--- src/rtl/cu_pkg.sv ---
// Shared definitions for the hardwired control sequencer.
// Opcodes, FSM states, instruction classes and control-bit indices.
package cu_pkg;

  localparam int OPC_W     = 5;
  localparam int NUM_ALUOP = 13;
  localparam int NUM_DRV   = 9;
  localparam int NUM_LD    = 11;

  localparam logic [OPC_W-1:0] OP_LD   = 5'd0;
  localparam logic [OPC_W-1:0] OP_LDI  = 5'd1;
  localparam logic [OPC_W-1:0] OP_ST   = 5'd2;
  localparam logic [OPC_W-1:0] OP_ADD  = 5'd3;
  localparam logic [OPC_W-1:0] OP_SUB  = 5'd4;
  localparam logic [OPC_W-1:0] OP_AND  = 5'd5;
  localparam logic [OPC_W-1:0] OP_OR   = 5'd6;
  localparam logic [OPC_W-1:0] OP_SHR  = 5'd7;
  localparam logic [OPC_W-1:0] OP_SHL  = 5'd8;
  localparam logic [OPC_W-1:0] OP_ROR  = 5'd9;
  localparam logic [OPC_W-1:0] OP_ROL  = 5'd10;
  localparam logic [OPC_W-1:0] OP_ADDI = 5'd11;
  localparam logic [OPC_W-1:0] OP_ANDI = 5'd12;
  localparam logic [OPC_W-1:0] OP_ORI  = 5'd13;
  localparam logic [OPC_W-1:0] OP_MUL  = 5'd14;
  localparam logic [OPC_W-1:0] OP_DIV  = 5'd15;
  localparam logic [OPC_W-1:0] OP_NEG  = 5'd16;
  localparam logic [OPC_W-1:0] OP_NOT  = 5'd17;
  localparam logic [OPC_W-1:0] OP_BR   = 5'd18;
  localparam logic [OPC_W-1:0] OP_JR   = 5'd19;
  localparam logic [OPC_W-1:0] OP_JAL  = 5'd20;
  localparam logic [OPC_W-1:0] OP_IN   = 5'd21;
  localparam logic [OPC_W-1:0] OP_OUT  = 5'd22;
  localparam logic [OPC_W-1:0] OP_MFHI = 5'd23;
  localparam logic [OPC_W-1:0] OP_MFLO = 5'd24;
  localparam logic [OPC_W-1:0] OP_NOP  = 5'd25;
  localparam logic [OPC_W-1:0] OP_HALT = 5'd26;

  typedef enum logic [3:0] {
    S_RST, S_T0, S_T1, S_T2, S_T3, S_T4,
    S_T5, S_T6, S_T7, S_HALT, S_WAIT
  } state_e;

  typedef enum logic [3:0] {
    C_ALU, C_IMM, C_LD, C_LDI, C_ST, C_MULDIV,
    C_UNARY, C_BR, C_JR, C_JAL, C_IN, C_OUT,
    C_MFHI, C_MFLO, C_NOP, C_HALT
  } cls_e;

  // drv bits, LSB first
  localparam int D_ROUT = 0;
  localparam int D_INP  = 1;
  localparam int D_MDR  = 2;
  localparam int D_PC   = 3;
  localparam int D_ZLO  = 4;
  localparam int D_ZHI  = 5;
  localparam int D_LO   = 6;
  localparam int D_HI   = 7;
  localparam int D_C    = 8;

  localparam int L_OUTP = 0;
  localparam int L_CON  = 1;
  localparam int L_R    = 2;
  localparam int L_MDR  = 3;
  localparam int L_Z    = 4;
  localparam int L_LO   = 5;
  localparam int L_HI   = 6;
  localparam int L_Y    = 7;
  localparam int L_MAR  = 8;
  localparam int L_IR   = 9;
  localparam int L_PC   = 10;

  localparam int A_INCPC = 0;
  localparam int A_NOT   = 1;
  localparam int A_NEG   = 2;
  localparam int A_ROL   = 3;
  localparam int A_ROR   = 4;
  localparam int A_SHL   = 5;
  localparam int A_SHR   = 6;
  localparam int A_DIV   = 7;
  localparam int A_MUL   = 8;
  localparam int A_SUB   = 9;
  localparam int A_ADD   = 10;
  localparam int A_OR    = 11;
  localparam int A_AND   = 12;

  localparam int G_C = 0;
  localparam int G_B = 1;
  localparam int G_A = 2;

endpackage

--- src/rtl/cu_decode.sv ---
// Opcode decoder: instruction class plus one-hot ALU operation.
// Undefined opcodes decode as nop.
module cu_decode
  import cu_pkg::*;
(
  input  logic [OPC_W-1:0]     opc,
  output cls_e                 cls,
  output logic [NUM_ALUOP-1:0] alu
);

  always_comb begin
    cls = C_NOP;
    alu = '0;
    case (opc)
      OP_LD:   cls = C_LD;
      OP_LDI:  cls = C_LDI;
      OP_ST:   cls = C_ST;
      OP_ADD:  begin cls = C_ALU; alu[A_ADD] = 1'b1; end
      OP_SUB:  begin cls = C_ALU; alu[A_SUB] = 1'b1; end
      OP_AND:  begin cls = C_ALU; alu[A_AND] = 1'b1; end
      OP_OR:   begin cls = C_ALU; alu[A_OR]  = 1'b1; end
      OP_SHR:  begin cls = C_ALU; alu[A_SHR] = 1'b1; end
      OP_SHL:  begin cls = C_ALU; alu[A_SHL] = 1'b1; end
      OP_ROR:  begin cls = C_ALU; alu[A_ROR] = 1'b1; end
      OP_ROL:  begin cls = C_ALU; alu[A_ROL] = 1'b1; end
      OP_ADDI: begin cls = C_IMM; alu[A_ADD] = 1'b1; end
      OP_ANDI: begin cls = C_IMM; alu[A_AND] = 1'b1; end
      OP_ORI:  begin cls = C_IMM; alu[A_OR]  = 1'b1; end
      OP_MUL:  begin cls = C_MULDIV; alu[A_MUL] = 1'b1; end
      OP_DIV:  begin cls = C_MULDIV; alu[A_DIV] = 1'b1; end
      OP_NEG:  begin cls = C_UNARY; alu[A_NEG] = 1'b1; end
      OP_NOT:  begin cls = C_UNARY; alu[A_NOT] = 1'b1; end
      OP_BR:   cls = C_BR;
      OP_JR:   cls = C_JR;
      OP_JAL:  cls = C_JAL;
      OP_IN:   cls = C_IN;
      OP_OUT:  cls = C_OUT;
      OP_MFHI: cls = C_MFHI;
      OP_MFLO: cls = C_MFLO;
      OP_HALT: cls = C_HALT;
      default: cls = C_NOP;
    endcase
  end

endmodule

--- src/rtl/control_sequencer.sv ---
// Moore control sequencer for the 32-bit bus datapath.
// CU_STEP_EN adds a step input that gates each instruction.
module control_sequencer
  import cu_pkg::*;
(
  input  logic                 clk,
  input  logic                 clear,
  input  logic                 stop,
`ifdef CU_STEP_EN
  input  logic                 step,
`endif
  input  logic [31:0]          ir,
  input  logic                 con_ff,
  output logic                 run,
  output logic [NUM_DRV-1:0]   drv,
  output logic [NUM_LD-1:0]    ld,
  output logic [NUM_ALUOP-1:0] alu_op,
  output logic [2:0]           gr,
  output logic                 ba_out,
  output logic                 read,
  output logic                 write
);

  state_e state_q, state_d;
  cls_e   cls;
  logic   done;
  logic [NUM_ALUOP-1:0] alu_dec;
  logic   unused_ir;

  assign unused_ir = ^ir[26:0];

  cu_decode u_decode (
    .opc (ir[31:27]),
    .cls (cls),
    .alu (alu_dec)
  );

  always_comb begin
    state_d = state_q;
    done    = 1'b0;
    unique case (state_q)
      S_RST: state_d = S_T0;
      S_T0:  state_d = S_T1;
      S_T1:  state_d = S_T2;
      S_T2:  if (cls == C_NOP) done = 1'b1;
             else state_d = S_T3;
      S_T3:  case (cls)
               C_JR, C_IN, C_OUT,
               C_MFHI, C_MFLO: done = 1'b1;
               C_HALT:         state_d = S_HALT;
               default:        state_d = S_T4;
             endcase
      S_T4:  if (cls == C_UNARY || cls == C_JAL) done = 1'b1;
             else state_d = S_T5;
      S_T5:  if (cls == C_ALU || cls == C_IMM || cls == C_LDI)
               done = 1'b1;
             else state_d = S_T6;
      S_T6:  if (cls == C_MULDIV || cls == C_BR) done = 1'b1;
             else state_d = S_T7;
      S_T7:  done = 1'b1;
      S_HALT: state_d = S_HALT;
      S_WAIT: begin
`ifdef CU_STEP_EN
        if (stop)      state_d = S_HALT;
        else if (step) state_d = S_T0;
`else
        state_d = S_T0;
`endif
      end
      default: state_d = S_RST;
    endcase
    if (done) begin
`ifdef CU_STEP_EN
      state_d = stop ? S_HALT : S_WAIT;
`else
      state_d = stop ? S_HALT : S_T0;
`endif
    end
  end

  always_ff @(posedge clk or posedge clear) begin
    if (clear) state_q <= S_RST;
    else       state_q <= state_d;
  end

  always_comb begin
    run    = (state_q != S_HALT);
    drv    = '0;
    ld     = '0;
    alu_op = '0;
    gr     = '0;
    ba_out = 1'b0;
    read   = 1'b0;
    write  = 1'b0;
    unique case (state_q)
      S_T0: begin
        drv[D_PC] = 1'b1; ld[L_MAR] = 1'b1;
        alu_op[A_INCPC] = 1'b1; ld[L_Z] = 1'b1;
      end
      S_T1: begin
        drv[D_ZLO] = 1'b1; ld[L_PC] = 1'b1;
        read = 1'b1; ld[L_MDR] = 1'b1;
      end
      S_T2: begin
        drv[D_MDR] = 1'b1; ld[L_IR] = 1'b1;
      end
      S_T3: case (cls)
        C_ALU, C_IMM: begin
          gr[G_B] = 1'b1; drv[D_ROUT] = 1'b1; ld[L_Y] = 1'b1;
        end
        C_LD, C_LDI, C_ST: begin
          gr[G_B] = 1'b1; ba_out = 1'b1; ld[L_Y] = 1'b1;
        end
        C_MULDIV: begin
          gr[G_A] = 1'b1; drv[D_ROUT] = 1'b1; ld[L_Y] = 1'b1;
        end
        C_UNARY: begin
          gr[G_B] = 1'b1; drv[D_ROUT] = 1'b1;
          alu_op = alu_dec; ld[L_Z] = 1'b1;
        end
        C_BR: begin
          gr[G_A] = 1'b1; drv[D_ROUT] = 1'b1; ld[L_CON] = 1'b1;
        end
        C_JR: begin
          gr[G_A] = 1'b1; drv[D_ROUT] = 1'b1; ld[L_PC] = 1'b1;
        end
        C_JAL: begin
          drv[D_PC] = 1'b1; gr[G_B] = 1'b1; ld[L_R] = 1'b1;
        end
        C_IN: begin
          drv[D_INP] = 1'b1; gr[G_A] = 1'b1; ld[L_R] = 1'b1;
        end
        C_OUT: begin
          gr[G_A] = 1'b1; drv[D_ROUT] = 1'b1; ld[L_OUTP] = 1'b1;
        end
        C_MFHI: begin
          drv[D_HI] = 1'b1; gr[G_A] = 1'b1; ld[L_R] = 1'b1;
        end
        C_MFLO: begin
          drv[D_LO] = 1'b1; gr[G_A] = 1'b1; ld[L_R] = 1'b1;
        end
        default: ;
      endcase
      S_T4: case (cls)
        C_ALU: begin
          gr[G_C] = 1'b1; drv[D_ROUT] = 1'b1;
          alu_op = alu_dec; ld[L_Z] = 1'b1;
        end
        C_IMM: begin
          drv[D_C] = 1'b1; alu_op = alu_dec; ld[L_Z] = 1'b1;
        end
        C_LD, C_LDI, C_ST: begin
          drv[D_C] = 1'b1; alu_op[A_ADD] = 1'b1; ld[L_Z] = 1'b1;
        end
        C_MULDIV: begin
          gr[G_B] = 1'b1; drv[D_ROUT] = 1'b1;
          alu_op = alu_dec; ld[L_Z] = 1'b1;
        end
        C_UNARY: begin
          drv[D_ZLO] = 1'b1; gr[G_A] = 1'b1; ld[L_R] = 1'b1;
        end
        C_BR: begin
          drv[D_PC] = 1'b1; ld[L_Y] = 1'b1;
        end
        C_JAL: begin
          gr[G_A] = 1'b1; drv[D_ROUT] = 1'b1; ld[L_PC] = 1'b1;
        end
        default: ;
      endcase
      S_T5: case (cls)
        C_ALU, C_IMM, C_LDI: begin
          drv[D_ZLO] = 1'b1; gr[G_A] = 1'b1; ld[L_R] = 1'b1;
        end
        C_LD, C_ST: begin
          drv[D_ZLO] = 1'b1; ld[L_MAR] = 1'b1;
        end
        C_MULDIV: begin
          drv[D_ZLO] = 1'b1; ld[L_LO] = 1'b1;
        end
        C_BR: begin
          drv[D_C] = 1'b1; alu_op[A_ADD] = 1'b1; ld[L_Z] = 1'b1;
        end
        default: ;
      endcase
      S_T6: case (cls)
        C_LD: begin
          read = 1'b1; ld[L_MDR] = 1'b1;
        end
        C_ST: begin
          gr[G_A] = 1'b1; drv[D_ROUT] = 1'b1; ld[L_MDR] = 1'b1;
        end
        C_MULDIV: begin
          drv[D_ZHI] = 1'b1; ld[L_HI] = 1'b1;
        end
        C_BR: begin
          drv[D_ZLO] = con_ff; ld[L_PC] = con_ff;
        end
        default: ;
      endcase
      S_T7: case (cls)
        C_LD: begin
          drv[D_MDR] = 1'b1; gr[G_A] = 1'b1; ld[L_R] = 1'b1;
        end
        C_ST: write = 1'b1;
        default: ;
      endcase
      default: ;
    endcase
  end

  a_drv_onehot: assert property (
    @(posedge clk) disable iff (clear) $onehot0(drv)
  );

endmodule

--- config.mk ---
export PLATFORM = sky130hd
export DESIGN_NAME = control_sequencer
export DESIGN_NICKNAME = d
export VERILOG_FILES = /design/src/rtl/cu_pkg.sv /design/src/rtl/cu_decode.sv /design/src/rtl/control_sequencer.sv
export SDC_FILE = /design/constraint.sdc
export NUM_CORES = 1
export LEC_CHECK = 0
export ABC_CLOCK_PERIOD_IN_PS = 2250
export CAP_MARGIN = 20
export CORE_ASPECT_RATIO = 1.75
export CORE_UTILIZATION = 35
export CTS_CLUSTER_DIAMETER = 120
export DETAILED_ROUTE_END_ITERATION = 8
export GPL_ROUTABILITY_DRIVEN = 0
export GPL_TIMING_DRIVEN = 0
export PLACE_DENSITY = 0.78
export SLEW_MARGIN = 20
export SYNTH_ARGS = -nofsm -noshare
export SYNTH_HDL_FRONTEND = slang
export SYNTH_SLANG_ARGS = --single-unit
--- constraint.sdc ---
create_clock -name clk -period 2.25 [get_ports clk]
set_clock_uncertainty 0.1 [all_clocks]
set_input_delay 0.225 -clock clk [delete_from_list [all_inputs] [get_ports clk]]
set_output_delay 0.225 -clock clk [all_outputs]
set_load 0.005 [all_outputs]
==> results.md <==
* Run status: finished, violations left
* Failing checks: setup timing
* Hold Path Class: input port to async pin
* Clock Tree Buf Depth at 2
* EDFF count, synth at 0
* Met3 Wirelength at ~330 um
* WL/cell at around 18 um
* Via count at roughly 1.8k
* Leak Pwr at roughly 1.0 nW
* Die Y at ~76 um
* Slew HR at roughly 64%
* Final setup violation count at 3
* Biggest registers after layout: state_q: 4 flops
* # nets final at ~290
* Critical Path RT at 1920 ps
* Total of max-cap violations at 0
* Clock slew at reported path FFs at around 30 ps
* Highest routed layer: met4
* DR iter-0 viols at between 60 and 70
* Tmin final at 2305 ps
* Htree depth at 1
* CP Cell Sequence: buf_4 > buf_4 > nand2b_1 > nor3_4 > or2_2 > clkdlybuf4s50_1
* Worst-margin pin slew at ~540 ps
* Total grt overflow at 0
* Die area at about 0.0034 sq mm
* WS Path Type: flop to output port
* Number of buffers created by CTS at 3
* Root Driver: clkbuf_8
* FF-to-FF End: state_q[3]
* Initial antenna violation count at 0
* Fin. Hold Viols at 0
* Largest reg by FF count: state_q
* Syn nets at between 200 and 250
* Crit path DAT at between 1500 and 2000 ps
* Reg power frac at 8.7%
* Unique masters post-synth at 48
* Async set-reset flop share out of synthesis at 100.0%
* Peak supply drop at a little over 0.0007 V
* Initial Utilization at approximately 37%
* # rows at 26
* Final setup margin at -54.73 ps
* Largest net degree at the start of global routing at 11
* DP Worst Slack at -575.0 ps
* NetSw at 0.7254 mW
* Final worst-path cycle share at 102.4%
* Combinational power share at between 80 and 90%
* Largest area contributor in the synthesized netlist: dfrtp_1
* Cell Area, Synth at approximately 0.0011 sq mm
* DR WL met2 at about 2.9 mm
* Synth top area share at under 10%
* Post-DRT Antenna Nets at 0
* Synth top area cells: dfrtp_1 9.1%, nor3_1 8.7%, nand2_1 5.1%
* Most used cell, CP: buf_4
* Fin. max-slew vios at 0
* Cell count after synthesis at around 170
* CTS sink count at 4
* Maximum clock frequency at between 400 and 500 MHz
* Mean Syn Cell Area at about 6.4 sq um
* First-pass GRT wire length at approximately 8 mm
* Layout cells sized above 1 at between 30% and 40%
* Sequential fraction of the synthesis area at a little under a tenth
* Clock power frac at roughly a tenth
* IO buf count at 47
* Vias per std cell at 6.071
* Flop-to-flop setup slack at about 210 ps
* FF-to-FF Start: state_q[3]
* TritonCTS clock tree: yes
* Largest stage delay, worst path at 490 ps
* #FFs+latches synth at 4
* Sw Share at between 40% and 50%
* DP HPWL at about 3.0 mm
* CP max-delay cell: clkdlybuf4s50_1
* Power Density at between 700 and 800 mW/mm^2
* Number of global-route vias before repair at ~1.7k
* Detailed Route WL at roughly 5.4 mm
* Clock Latency Late Sink at 220 ps
* Crit path max-delay family: buffers and inverters
* Max FO, Critical Path at 5
* Top cells by count, synth: 19 x nor3_1, 15 x nand2_1, 13 x nor2_1, 11 x clkbuf_1
* Largest register FFs at 4
* Ys flop type: dfrtp_1
* GRT Util Overall at roughly a third
* Worst setup EP type: output port
* Metal-1 WL at 1.818 mm
* Pre-antenna DRT Iters at 5
* Top-count cell post-synth: nor3_1
* P&R area growth vs syn at 90.52%
* Final hold slack at 79.73 ps
* Die X at roughly 44 um
* RSZ-0062 raised after global routing: true
* DRC Markers at 0
* Buf/Inv on CP at 3
* Total negative slack at -65.62 ps
* P_int at slightly below 0.9 mW
* ANT cells at 0
* Synth Warn # at 0
* CP Launch Type: flop
* IO Count at between 70 and 80
* Reg2Reg Depth at 7
* Core area at between 0.002 and 0.003 sq mm
[layout make-up]
cell class	instances	area [sq um]
clock buffers	3	41.29
fillers	211	872.1
flip-flops and latches	4	102.6
multi-input cells	140	1033
inverters	9	33.78
plain buffers	18	145.1
repair buffers	80	679.4
well taps	42	52.55
[cells in the final DEF, fill, tap and decap left out, types with 6 or more instances in the layout]
cell type	n
clkbuf_8	6
clkdlybuf4s50_1	9
dlymetal6s2s_1	8
nand2_1	13
nor3_1	15
buf_2	9
o22ai_1	7
nor2_1	9
buf_4	33
a21oi_1	8
dlygate4sd2_1	21
o21ai_0	6
nand2b_1	6
inv_1	9
buf_6	6
[metrics by stage]
step / power (mW) / cells / instance area, sq um / utilization, %
finish: 1.600 / 296 / 2088 / 70.54
global route: 1.684 / 296 / 2088 / 70.54
CTS: 1.462 / 288 / 1948 / 65.81
detailed placement: 1.033 / 261 / 1619 / 54.69
global placement: 1.023 / 261 / 1619 / 54.69
floorplan: 0.6629 / 172 / 1096 / -
[how the worst max path moves through the flow]
stage	startpoint	to	slack, ps	depth (start not counted)
floorplan	state_q[1]	drv[1]	420	4
global placement	ir[28]	gr[1]	-550	7
detailed placement	ir[28]	gr[1]	-580	7
CTS	state_q[3]	ld[8]	-40	6
global route	state_q[3]	ld[8]	-120	6
finish	state_q[3]	ld[8]	-50	6
[cells by family after synthesis]
| logic type | after synthesis | share of synthesized area (%) |
|---|---|---|
| simple gates | 94 | 50.34 |
| xor+xnor | 2 | 1.598 |
| flops | 4 | 9.133 |
| mux | 3 | 2.968 |
| compound gates | 41 | 24.77 |
| buf+inv | 28 | 11.19 |
[timing repair]
| item | CTS | global route |
|---|---|---|
| hold buffers | 0 | 0 |
| pin swaps | 15 | 14 |
| setup buffers | 24 | 9 |
| resized for setup | 92 | 36 |
| setup endpoints to repair | 38 | 23 |
[power by group through the flow]
stage / Sequential [mW] / Combinational (mW) / Clock [mW]
after global placement: 0.147 / 0.876 / 0
final: 0.139 / 1.31 / 0.153
after detailed placement: 0.151 / 0.882 / 0
after CTS: 0.134 / 1.18 / 0.154
after floorplan: 0.139 / 0.524 / 0
after global routing: 0.142 / 1.38 / 0.162
[layer usage]
metal | up-vias | global-route usage, %
met2 | 126 | 54.71
li1 | 797 | -
met5 | - | 0
met3 | 47 | 4.739
met4 | 0 | 19.70
met1 | 827 | 32.70
No activity file was read; power rests on OpenSTA's default activity.
